==> src/rtl/alu_if.sv <==
// Execute-stage bundle between decode and the ALU: operand/op selects in,
// combinational results and the registered fault flag out.
interface alu_if;
  logic [2:0]  alu_op;
  logic [1:0]  addr_alu_op;
  logic [31:0] imm;
  logic [31:0] rs1;
  logic [31:0] rs2;
  logic [31:0] pc;
  logic [2:0]  funct3;
  logic [31:0] alu_out;
  logic [31:0] addr_alu_out;
  logic        fault;

  modport master (
    output alu_op, addr_alu_op, imm, rs1, rs2, pc, funct3,
    input  alu_out, addr_alu_out, fault
  );

  modport slave (
    input  alu_op, addr_alu_op, imm, rs1, rs2, pc, funct3,
    output alu_out, addr_alu_out, fault
  );
endinterface

==> src/rtl/alu_unit.sv <==
// RV32I execute datapath: result ALU and address adder (both combinational)
// plus a one-cycle-late illegal-encoding flag.
module alu_unit (
  input  logic  clk,
  input  logic  rst_n,
  alu_if.slave  bus
);
  typedef enum logic [2:0] {
    OP_LUI  = 3'd0,
    OP_LINK = 3'd1,
    OP_AUI  = 3'd2,
    OP_RSV3 = 3'd3,
    OP_ST   = 3'd4,
    OP_IMM  = 3'd5,
    OP_REG  = 3'd6,
    OP_RSV7 = 3'd7
  } alu_op_e;

  // funct7 lives in imm[11:5]; bit 10 selects sub/sra variants.
  logic [6:0]  f7;
  logic        alt;
  logic [31:0] b;
  logic [4:0]  shamt;
  logic [31:0] res;
  logic [31:0] addr;
  logic        illegal;
  logic        fault_q;
  alu_op_e     op;

  assign op    = alu_op_e'(bus.alu_op);
  assign f7    = bus.imm[11:5];
  assign alt   = bus.imm[10];
  assign b     = (op == OP_REG) ? bus.rs2 : bus.imm;
  assign shamt = b[4:0];

  always_comb begin
    res = '0;
    unique case (op)
      OP_LUI:  res = bus.imm;
      OP_LINK: res = bus.pc + 32'd4;
      OP_AUI:  res = bus.pc + bus.imm;
      OP_ST:   res = bus.rs2;
      OP_IMM, OP_REG: begin
        unique case (bus.funct3)
          3'd0: res = (op == OP_REG && alt) ? bus.rs1 - b : bus.rs1 + b;
          3'd1: res = bus.rs1 << shamt;
          3'd2: res = {31'd0, $signed(bus.rs1) < $signed(b)};
          3'd3: res = {31'd0, bus.rs1 < b};
          3'd4: res = bus.rs1 ^ b;
          3'd5: res = alt ? 32'($signed(bus.rs1) >>> shamt) : bus.rs1 >> shamt;
          3'd6: res = bus.rs1 | b;
          default: res = bus.rs1 & b;
        endcase
      end
      default: res = '0;
    endcase
  end

  always_comb begin
    addr = bus.pc;
    unique case (bus.addr_alu_op)
      2'd0: addr = bus.pc;
      2'd1: addr = bus.pc + bus.imm;
      2'd2: addr = bus.rs1 + bus.imm;
      default: addr = (bus.rs1 + bus.imm) & ~32'h1;
    endcase
  end

  always_comb begin
    illegal = 1'b0;
    unique case (op)
      OP_RSV3, OP_RSV7: illegal = 1'b1;
      OP_IMM: begin
        if (bus.funct3 == 3'd1 && f7 != 7'h00) illegal = 1'b1;
        if (bus.funct3 == 3'd5 && f7 != 7'h00 && f7 != 7'h20) illegal = 1'b1;
      end
      OP_REG: begin
        if (f7 != 7'h00 && f7 != 7'h20) illegal = 1'b1;
        if (f7 == 7'h20 && bus.funct3 != 3'd0 && bus.funct3 != 3'd5) illegal = 1'b1;
      end
      default: illegal = 1'b0;
    endcase
  end

  always_ff @(posedge clk or negedge rst_n) begin
    if (!rst_n) fault_q <= 1'b0;
    else        fault_q <= illegal;
  end

  assign bus.alu_out      = res;
  assign bus.addr_alu_out = addr;
  assign bus.fault        = fault_q;
endmodule

==> src/flat_wrapper.sv <==
// flat-port wrapper written by rule: the top's interface ports become plain ports
module alu_unit_flat 
  (clk, rst_n, bus_alu_op, bus_addr_alu_op, bus_imm, bus_rs1, bus_rs2, bus_pc, bus_funct3, bus_alu_out, bus_addr_alu_out, bus_fault);
  alu_if bus_i ();
  input  logic clk;
  input  logic rst_n;
  input wire logic [$bits(bus_i.alu_op)-1:0] bus_alu_op;
  input wire logic [$bits(bus_i.addr_alu_op)-1:0] bus_addr_alu_op;
  input wire logic [$bits(bus_i.imm)-1:0] bus_imm;
  input wire logic [$bits(bus_i.rs1)-1:0] bus_rs1;
  input wire logic [$bits(bus_i.rs2)-1:0] bus_rs2;
  input wire logic [$bits(bus_i.pc)-1:0] bus_pc;
  input wire logic [$bits(bus_i.funct3)-1:0] bus_funct3;
  output wire logic [$bits(bus_i.alu_out)-1:0] bus_alu_out;
  output wire logic [$bits(bus_i.addr_alu_out)-1:0] bus_addr_alu_out;
  output wire logic [$bits(bus_i.fault)-1:0] bus_fault;
  assign bus_i.alu_op = bus_alu_op;
  assign bus_i.addr_alu_op = bus_addr_alu_op;
  assign bus_i.imm = bus_imm;
  assign bus_i.rs1 = bus_rs1;
  assign bus_i.rs2 = bus_rs2;
  assign bus_i.pc = bus_pc;
  assign bus_i.funct3 = bus_funct3;
  assign bus_alu_out = bus_i.alu_out;
  assign bus_addr_alu_out = bus_i.addr_alu_out;
  assign bus_fault = bus_i.fault;
  alu_unit u_core (.clk(clk), .rst_n(rst_n), .bus(bus_i));
endmodule
==> config.mk <==
export PLATFORM = sky130hd
export DESIGN_NAME = alu_unit_flat
export DESIGN_NICKNAME = d
export VERILOG_FILES = /design/src/rtl/alu_if.sv /design/src/rtl/alu_unit.sv /design/src/flat_wrapper.sv
export SDC_FILE = /design/constraint.sdc
export NUM_CORES = 1
export LEC_CHECK = 0
export BUFFER_PORTS_ARGS = -buffer_cell sky130_fd_sc_hd__clkbuf_2
export CAP_MARGIN = 20
export CORE_AREA = 2 2 156 219
export DETAILED_ROUTE_END_ITERATION = 12
export DIE_AREA = 0 0 158 221
export PLACE_DENSITY = 0.61
export SYNTH_ARGS = -nofsm -noshare
export SYNTH_HDL_FRONTEND = slang
export SYNTH_SLANG_ARGS = --single-unit
==> constraint.sdc <==
create_clock -name clk -period 4.2 [get_ports clk]
set_input_delay 0 -clock clk [delete_from_list [all_inputs] [get_ports clk]]
set_output_delay 0 -clock clk [all_outputs]
set_load 0.02 [all_outputs]
; Yosys cells after proc, flatten, opt, wreduce, memory -nomap -nowiden
; Index checks and enable logic that the tools add are counted.
[totals]
ff_bits = 1
inputBits = 138
wordCells = 57
[op_classes]
n_addsub = 5
order_cmp = 2
n_eq_ne = 18
n_shift = 3
mux = 11
bitwise_logic = 3
n_reduce_logical = 14
[op_table]
columns = op, count
row1 = 32-bit case mux with 7 select lines, 1
row2 = 32-bit case mux with 5 select lines, 1
row3 = 32-bit adder, 3
row4 = 32-bit two-way mux, 3
row5 = 32-bit case mux with 3 select lines, 1
row6 = 32-bit < comparator, 2
row7 = "32-bit by 3-bit adder with 32-bit output, second input constant", 1
row8 = 32-bit AND, 1
row9 = 32-bit OR, 1
row10 = 32-bit by 5-bit << shifter with 32-bit output, 1
row11 = 32-bit by 5-bit >> shifter with 32-bit output, 1
row12 = 32-bit by 5-bit >>> shifter with 32-bit output, 1
row13 = 32-bit subtractor, 1
row14 = 32-bit bitwise XOR, 1
row15 = "3-bit equality test, second input constant", 7
row16 = "3-bit by 2-bit equality test with 1-bit output, second input constant", 4
row17 = "7-bit by 6-bit equality test with 1-bit output, second input constant", 1
row18 = 1-bit logical AND, 7
row19 = "7-bit by 6-bit inequality test with 1-bit output, second input constant", 1
row20 = 7-bit nonzero test, 1
row21 = "3-bit by 1-bit equality test with 1-bit output, second input constant", 2
row22 = 3-bit zero test, 2
row23 = 1-bit two-way mux, 4
row24 = 2-bit OR reduction, 2
row25 = other kinds (6), 6

; Longest topological paths before layout
; Gate-level depths: netlist of the first run.
[depth]
word_depth = 6
ltp_mapped = 20

; Worst setup path after synthesis of the first run
; No wires, ideal clock.
[synth_path]
path_type = in2out
start = input port bus_alu_op[1]
end = output port bus_alu_out[20]
t_arrival_ns = 3.982
required_time_ns = 4.200
path_slack_ns = 0.218
path_stages = 20
path_buffers = 5
path_cell_list = buf_4 -> nand3b_4 -> buf_2 -> a21boi_1 -> inv_2 -> buf_2 -> buf_2 -> buf_1 -> ha_1 -> inv_1 -> ha_1 -> inv_1 -> a222oi_1 -> o31ai_1 -> o41ai_2 -> nand2_1 -> or4_4 -> o211ai_1 -> xor2_1 -> o2111ai_1
[synth_between]
elab_chain_cells = 6
word_cells_on_any_way = 21
classes_between = add/sub (2) / eq/ne (5) / shift (3) / mux (5) / bitwise (3) / reduce/logical (3)
[synth_rtl]
columns = element, line
row1 = start: declaration, flat_wrapper.sv:7  ; input wire logic [$bits(bus_i.alu_op)-1:0] bus_alu_op;
row2 = 3-bit equality test, "alu_unit.sv:33, alu_unit.sv:38, alu_unit.sv:45"
row3 = 32-bit two-way mux, alu_unit.sv:33  ; assign b = (op == OP_REG) ? bus.rs2 : bus.imm;
row4 = "32-bit adder, or another cell as far along", alu_unit.sv:45  ; 3'd0: res = (op == OP_REG && alt) ? bus.rs1 - b : bus.rs1 + b;
row5 = 32-bit two-way mux (on tied branches), "alu_unit.sv:45, alu_unit.sv:50"
row6 = 32-bit case mux with 7 select lines, alu_unit.sv:44  ; unique case (bus.funct3)
row7 = 32-bit case mux with 5 select lines (*), alu_unit.sv:38  ; unique case (op)
row8 = end: declaration, flat_wrapper.sv:14  ; output wire logic [$bits(bus_i.alu_out)-1:0] bus_alu_out;
; Every way passes the cells marked *; elsewhere a longest branch is shown, timed or not.

; Worst setup path after layout of the first run
[layout_path]
start = input port bus_alu_op[2]
end = output port bus_alu_out[31]
; Same word-level chain as after synthesis.

==> run metrics, run 1 <==
drt initial violations 2144; count leader, synth nand2_1; Cells after Synth 2274; ys flop type dfrtp_1; minimum clock period 4.18 ns; Fin. Hold Viols 0; TritonRoute pass-1 iters 7; Starting Density 0.442; pin slew with the least headroom to its limit 1.07 ns; EDFF count, synth 0; Yosys warnings 0; Core Region 33000 um^2; Max-slew headroom 0.268; vias 19.0k; CP startpoint kind primary input; area grow syn2layout 11.3%; Final nets 2707; WL/cell 26.8 um; synthesized flop and latch total 1; DP Worst Slack 0.111 ns; crit-path max FO 34; sequential fraction of the synthesis area 0.00171; die footprint 34900 um^2; setup_tns 0 ns; final core occ 0.492; CP endpoint kind primary output; largest net degree at the start of global routing 61; Final ANT Viol Nets 0; max reg flops 1; Final Cycle Share 0.995; WP data required 4.20 ns; status complete, no violations; DP HPWL 61.4 mm; dominant cells by area after synthesis ha_1, mux2i_1, nand2_1; clock slew at reported path FFs 0 ns; Cell variety after synth 89; final hold slack 0.328 ns; # rows 79; RSZ-0062 raised after global routing false; Pins Over Slew Limit 0; syn_area_per_cell 6.42 um^2; CP Class primary input to primary output; gr usage total 0.425; fmax 239 MHz; first-pass GRT wire length 113 mm; MaxCap Viol Count 0; FFs w/ async S/R, synth 1.00; initial antenna violation count 8; post-synthesis cell area 14600 um^2; DR DRC count 0; fin worst setup slack 0.0206 ns; grt ovf 0; Die Height 221 um; share of layout cells above drive strength 1 0.139; GP Congestion 1.05; Syn Nets 2568; setup violators final 0; Commonest cells post-synth nand2_1, nor2_1, o21ai_0; post-synth top area cell ha_1; io pins 203; post-synth top area share 0.131; Via density 6.65; port buffer count 202; Post-Route WL 76.6 mm; chip width 158 um; postcts setup bufs 0; Worst Hold Class primary input to async pin; vias in the first global route 17.9k; Critical Path AT 4.18 ns
how the worst max path moves through the flow:
| stage | start | to | slack, ns | cells after the start |
|---|---|---|---|---|
| floorplan | bus_alu_op[1] | bus_alu_out[20] | 0.22 | 20 |
| global placement | bus_alu_op[0] | bus_alu_out[31] | 0.1 | 18 |
| detailed placement | bus_alu_op[0] | bus_alu_out[31] | 0.11 | 18 |
| CTS | bus_alu_op[0] | bus_alu_out[31] | 0.1 | 18 |
| global route | bus_imm[0] | bus_addr_alu_out[28] | 0.02 | 14 |
| finish | bus_alu_op[2] | bus_alu_out[31] | 0.02 | 13 |
per-layer routing:
metal / vias to the layer above / track usage / wire (um)
met4: 4 / 0.231 / 4960
li1: 8641 / - / -
met5: - / 0 / 25
met3: 274 / 0.0960 / 6770
met2: 1128 / 0.662 / 34200
met1: 8975 / 0.537 / 30600
through the flow:
stage / cells / instance area, um^2
5_1_grt: 2856 / 16200
6_report: 2860 / 16300
4_1_cts: 2855 / 16200
2_1_floorplan: 2274 / 14600
3_3_place_gp: 2854 / 16200
3_5_place_dp: 2854 / 16200
what timing repair did:
item,4_1_cts,5_1_grt
endpoints found under the hold margin,1,0
resized for setup,0,13
hold buffers,1,0
endpoints found under the setup margin,0,8
logic make-up (layout without fill, tap and decap cells):
logic type               count (synthesis)  in the layout  share of synthesized area
multiplexers                           190            190                      0.135
flip-flops                               1              1                    0.00171
other                                    0              4                          0
adder cells (fa/ha/maj)                156            156                      0.135
buffers and inverters                  284            421                     0.0787
XOR/XNOR                               120            120                     0.0720
AO/OA/AOI/OAI                          803            803                      0.356
AND/OR/NAND/NOR                        720            720                      0.221
critical path: stages:
cell       delay (ns)
clkbuf_2         0.16
and3b_1          0.24
mux2_4           0.28
buf_4            0.53
mux2i_1          0.51
mux2i_1          0.18
mux2i_1          0.87
mux2i_1          0.35
o2bb2ai_1        0.23
o221ai_1         0.33
o21a_1           0.20
o221ai_1         0.11
clkbuf_2         0.18
area by class of cell:
class	instances	area, um^2
multi-input combinational	1989	13500
inverter	142	544
fill	3601	16800
tap	445	557
timing repair buffer	279	1600
antenna	4	10.0
sequential	1	25.0
layout by cell type, fill, tap and decap left out, types with 6 or more instances in the layout:
cell type / netlist / routed
a21oi_1: 190 / 188
o21bai_1: 21 / 21
o211ai_1: 33 / 33
a31o_2: 6 / 6
inv_1: 136 / 136
a211oi_1: 46 / 45
mux2i_1: 174 / 172
o22ai_1: 28 / 28
a211o_1: 22 / 22
o21ai_0: 195 / 195
nand3_1: 55 / 55
nand4_1: 12 / 12
a32oi_1: 9 / 9
o31ai_1: 22 / 22
nand2_1: 270 / 270
nor3_1: 57 / 56
nor4_1: 16 / 16
a22oi_1: 17 / 17
or3_1: 17 / 17
o221ai_1: 14 / 14
o21a_1: 11 / 11
and3_1: 16 / 16
nand2b_1: 23 / 23
nor2_1: 207 / 206
a21o_1: 42 / 42
xor2_1: 40 / 40
nor2b_1: 14 / 14
buf_4: 3 / 72
a22o_1: 12 / 12
o21ai_1: 13 / 12
clkbuf_2: 0 / 202
and2_1: 7 / 7
a221oi_1: 11 / 11
or2_2: 6 / 6
xnor2_1: 80 / 80
mux2_2: 10 / 10
a31oi_1: 32 / 32
ha_1: 153 / 153
==> inputs of run 2 (changes only) <==
--- a/config.mk
+++ b/config.mk
@@ -5,11 +5,12 @@
 export SDC_FILE = /design/constraint.sdc
 export NUM_CORES = 1
 export LEC_CHECK = 0
+export ABC_AREA = 1
 export BUFFER_PORTS_ARGS = -buffer_cell sky130_fd_sc_hd__clkbuf_2
 export CAP_MARGIN = 20
-export CORE_AREA = 2 2 156 219
+export CORE_AREA = 2 2 159 223
 export DETAILED_ROUTE_END_ITERATION = 12
-export DIE_AREA = 0 0 158 221
+export DIE_AREA = 0 0 161 225
 export PLACE_DENSITY = 0.61
 export SYNTH_ARGS = -nofsm -noshare
 export SYNTH_HDL_FRONTEND = slang
==> run metrics, run 2 <==
crit-path max FO 63 (was 34); Fin. Hold Viols 0 (unchanged); synthesized flop and latch total 1 (unchanged); clock slew at reported path FFs 0 ns (about the same); Cells after Synth 3047 (was 2274); Cell variety after synth 52 (was 89); EDFF count, synth 0 (unchanged); TritonRoute pass-1 iters 7 (unchanged); max reg flops 1 (unchanged); hold_buf cts 1 (unchanged); CP Class primary input to primary output (unchanged); setup violators final 0 (unchanged); Worst Hold Class primary input to async pin (unchanged); initial antenna violation count 6 (was 8); dominant cells by area after synthesis nand2_1, ha_1, nand3_1 (was ha_1, mux2i_1, nand2_1); Via density 6.27 (was 6.65); gr usage total 0.463 (was 0.425); # rows 80 (was 79); vias in the first global route 21.6k (was 17.9k); Syn Nets 3341 (was 2568); status complete, no violations (unchanged); drt initial violations 3042 (was 2144); share of layout cells above drive strength 1 0.0945 (was 0.139); commonest non-fill, non-tap cell in the layout nand2_1 (unchanged); Placed Cells 3623 (was 2854); Crit path top cell by count nand2_1 (was mux2i_1); area grow syn2layout 9.33% (was 11.3%); CP bufs+invs 6 (was 3); fmax 253 MHz (was 239 MHz); Worst Setup SP bus_alu_op[2] (unchanged); pin slew with the least headroom to its limit 1.09 ns (was 1.07 ns); Core Region 34000 um^2 (was 33000 um^2); DR DRC count 0 (unchanged); Final nets 3469 (was 2707); grt ovf 0 (unchanged); CP endpoint kind primary output (unchanged); WL/cell 24.1 um (was 26.8 um); setup_tns 0 ns (unchanged); minimum clock period 3.95 ns (was 4.18 ns); Pins Over Slew Limit 0 (unchanged); postcts setup bufs 0 (unchanged); post-synthesis cell area 15200 um^2 (was 14600 um^2); FFs w/ async S/R, synth 1.00 (unchanged); post-synth top area share 0.217 (was 0.131); die footprint 36200 um^2 (was 34900 um^2); ys flop type dfrtp_1 (unchanged); CP startpoint kind primary input (unchanged); Crit path max-delay family buffers and inverters (was multiplexers); Critical Path AT 3.95 ns (was 4.18 ns); Max-slew headroom 0.264 (was 0.268); Die Height 225 um (was 221 um); Commonest cells post-synth nand2_1, inv_1, nand3_1 (was nand2_1, nor2_1, o21ai_0); PostCTS Resize Cnt 0 (unchanged); syn_area_per_cell 5.00 um^2 (was 6.42 um^2); MaxCap Viol Count 0 (unchanged); sequential fraction of the synthesis area 0.00164 (was 0.00171); WP data required 4.20 ns (about the same); Yosys warnings 0 (unchanged); port buffer count 202 (unchanged); chip width 161 um (was 158 um); DP HPWL 69.6 mm (was 61.4 mm); io pins 203 (unchanged); RSZ-0062 raised after global routing false (unchanged); first-pass GRT wire length 127 mm (was 113 mm); CP cell instances clkbuf_2 -> nand3_2 -> buf_12 -> nand2_1 -> nand2_2 -> buf_4 -> inv_2 -> nor2_1 -> inv_1 -> o21ai_1 -> nand2_1 -> o21ai_1 -> nand2_1 -> nand3_1 -> nand2_1 -> nand2_1 -> clkbuf_2 (was clkbuf_2 -> and3b_1 -> mux2_4 -> buf_4 -> mux2i_1 -> mux2i_1 -> mux2i_1 -> mux2i_1 -> o2bb2ai_1 -> o221ai_1 -> o21a_1 -> o221ai_1 -> clkbuf_2); largest net degree at the start of global routing 64 (was 61); Post-Layout Cell Count 3626 (was 2860); Starting Density 0.448 (was 0.442); Fillers 3917 (was 3601); CP peak stage delay 0.72 ns (was 0.87 ns); vias 22.7k (was 19.0k); GP Congestion 1.13 (was 1.05); Slowest-stage cell, CP o21ai_1 (was mux2i_1); count leader, synth nand2_1 (unchanged); most frequent cells in the layout nand2_1, inv_1, nand3_1 (was nand2_1, nor2_1, clkbuf_2); Final ANT Viol Nets 0 (unchanged); Final Cycle Share 0.940 (was 0.995); post-synth top area cell nand2_1 (was ha_1); Post-Route WL 87.3 mm (was 76.6 mm)
run 2: changes by cell type after synthesis, moves of 33 or more:
cell,previous run,this run
a21o_1,42,8
a21oi_1,190,235
clkbuf_1,106,73
inv_1,136,400
mux2i_1,174,1
nand2_1,270,883
nand3_1,55,301
nor2_1,207,287
o21ai_0,195,246
o21ai_1,13,53
xnor2_1,80,11
run 2: worst paths after layout:
path                                              end  slack, ns  cells after the start
setup / recovery                       bus_alu_out[8]       0.25                     17
max in group asynchronous  u_core.bus.fault$_DFF_PN0_       3.80                      2
min in group clk           u_core.bus.fault$_DFF_PN0_       0.41                      3
hold / removal             u_core.bus.fault$_DFF_PN0_       0.32                      2
run 2: logic make-up (layout without fill, tap and decap cells):
family	after synthesis	count (layout)	share of synthesized area
fa+ha+maj	156	156	0.130
compound gates	721	721	0.273
other cells	0	2	0
mux	1	1	0.000657
simple gates	1604	1604	0.440
buf+inv	530	656	0.136
xor+xnor	34	34	0.0195
flops	1	1	0.00164
run 2: through the flow:
stage	setup slack (ns)	util	cell area [um^2]	hold slack, ns
after floorplan	1.23	-	15200	-0.296
after global placement	0.520	0.489	16700	-0.226
after detailed placement	0.464	0.489	16700	-0.224
after CTS	0.451	0.490	16700	0.319
after global routing	0.0381	0.490	16700	0.344
final	0.254	0.490	16700	0.319
run 2: routing by layer:
layer  routed length, um  track usage  up-vias  part of all wire
li1                    -            -    10416                 -
met5                  86            0        -           0.00099
met2               38200        0.744     1679              0.44
met4                9010        0.385        8              0.10
met3               10100        0.122      454              0.12
met1               29900        0.510    10161              0.34
run 2: layout make-up:
| cell class | instances | area, um^2 | share of cell area |
|---|---|---|---|
| timing repair buffer | 244 | 1350 | 0.0812 |
| sequential | 1 | 25.0 | 0.00150 |
| multi-input combinational | 2516 | 13200 | 0.790 |
| inverter | 412 | 1550 | 0.0928 |
| antenna | 2 | 5.00 | 0.000300 |
| tap | 451 | 564 | 0.0339 |
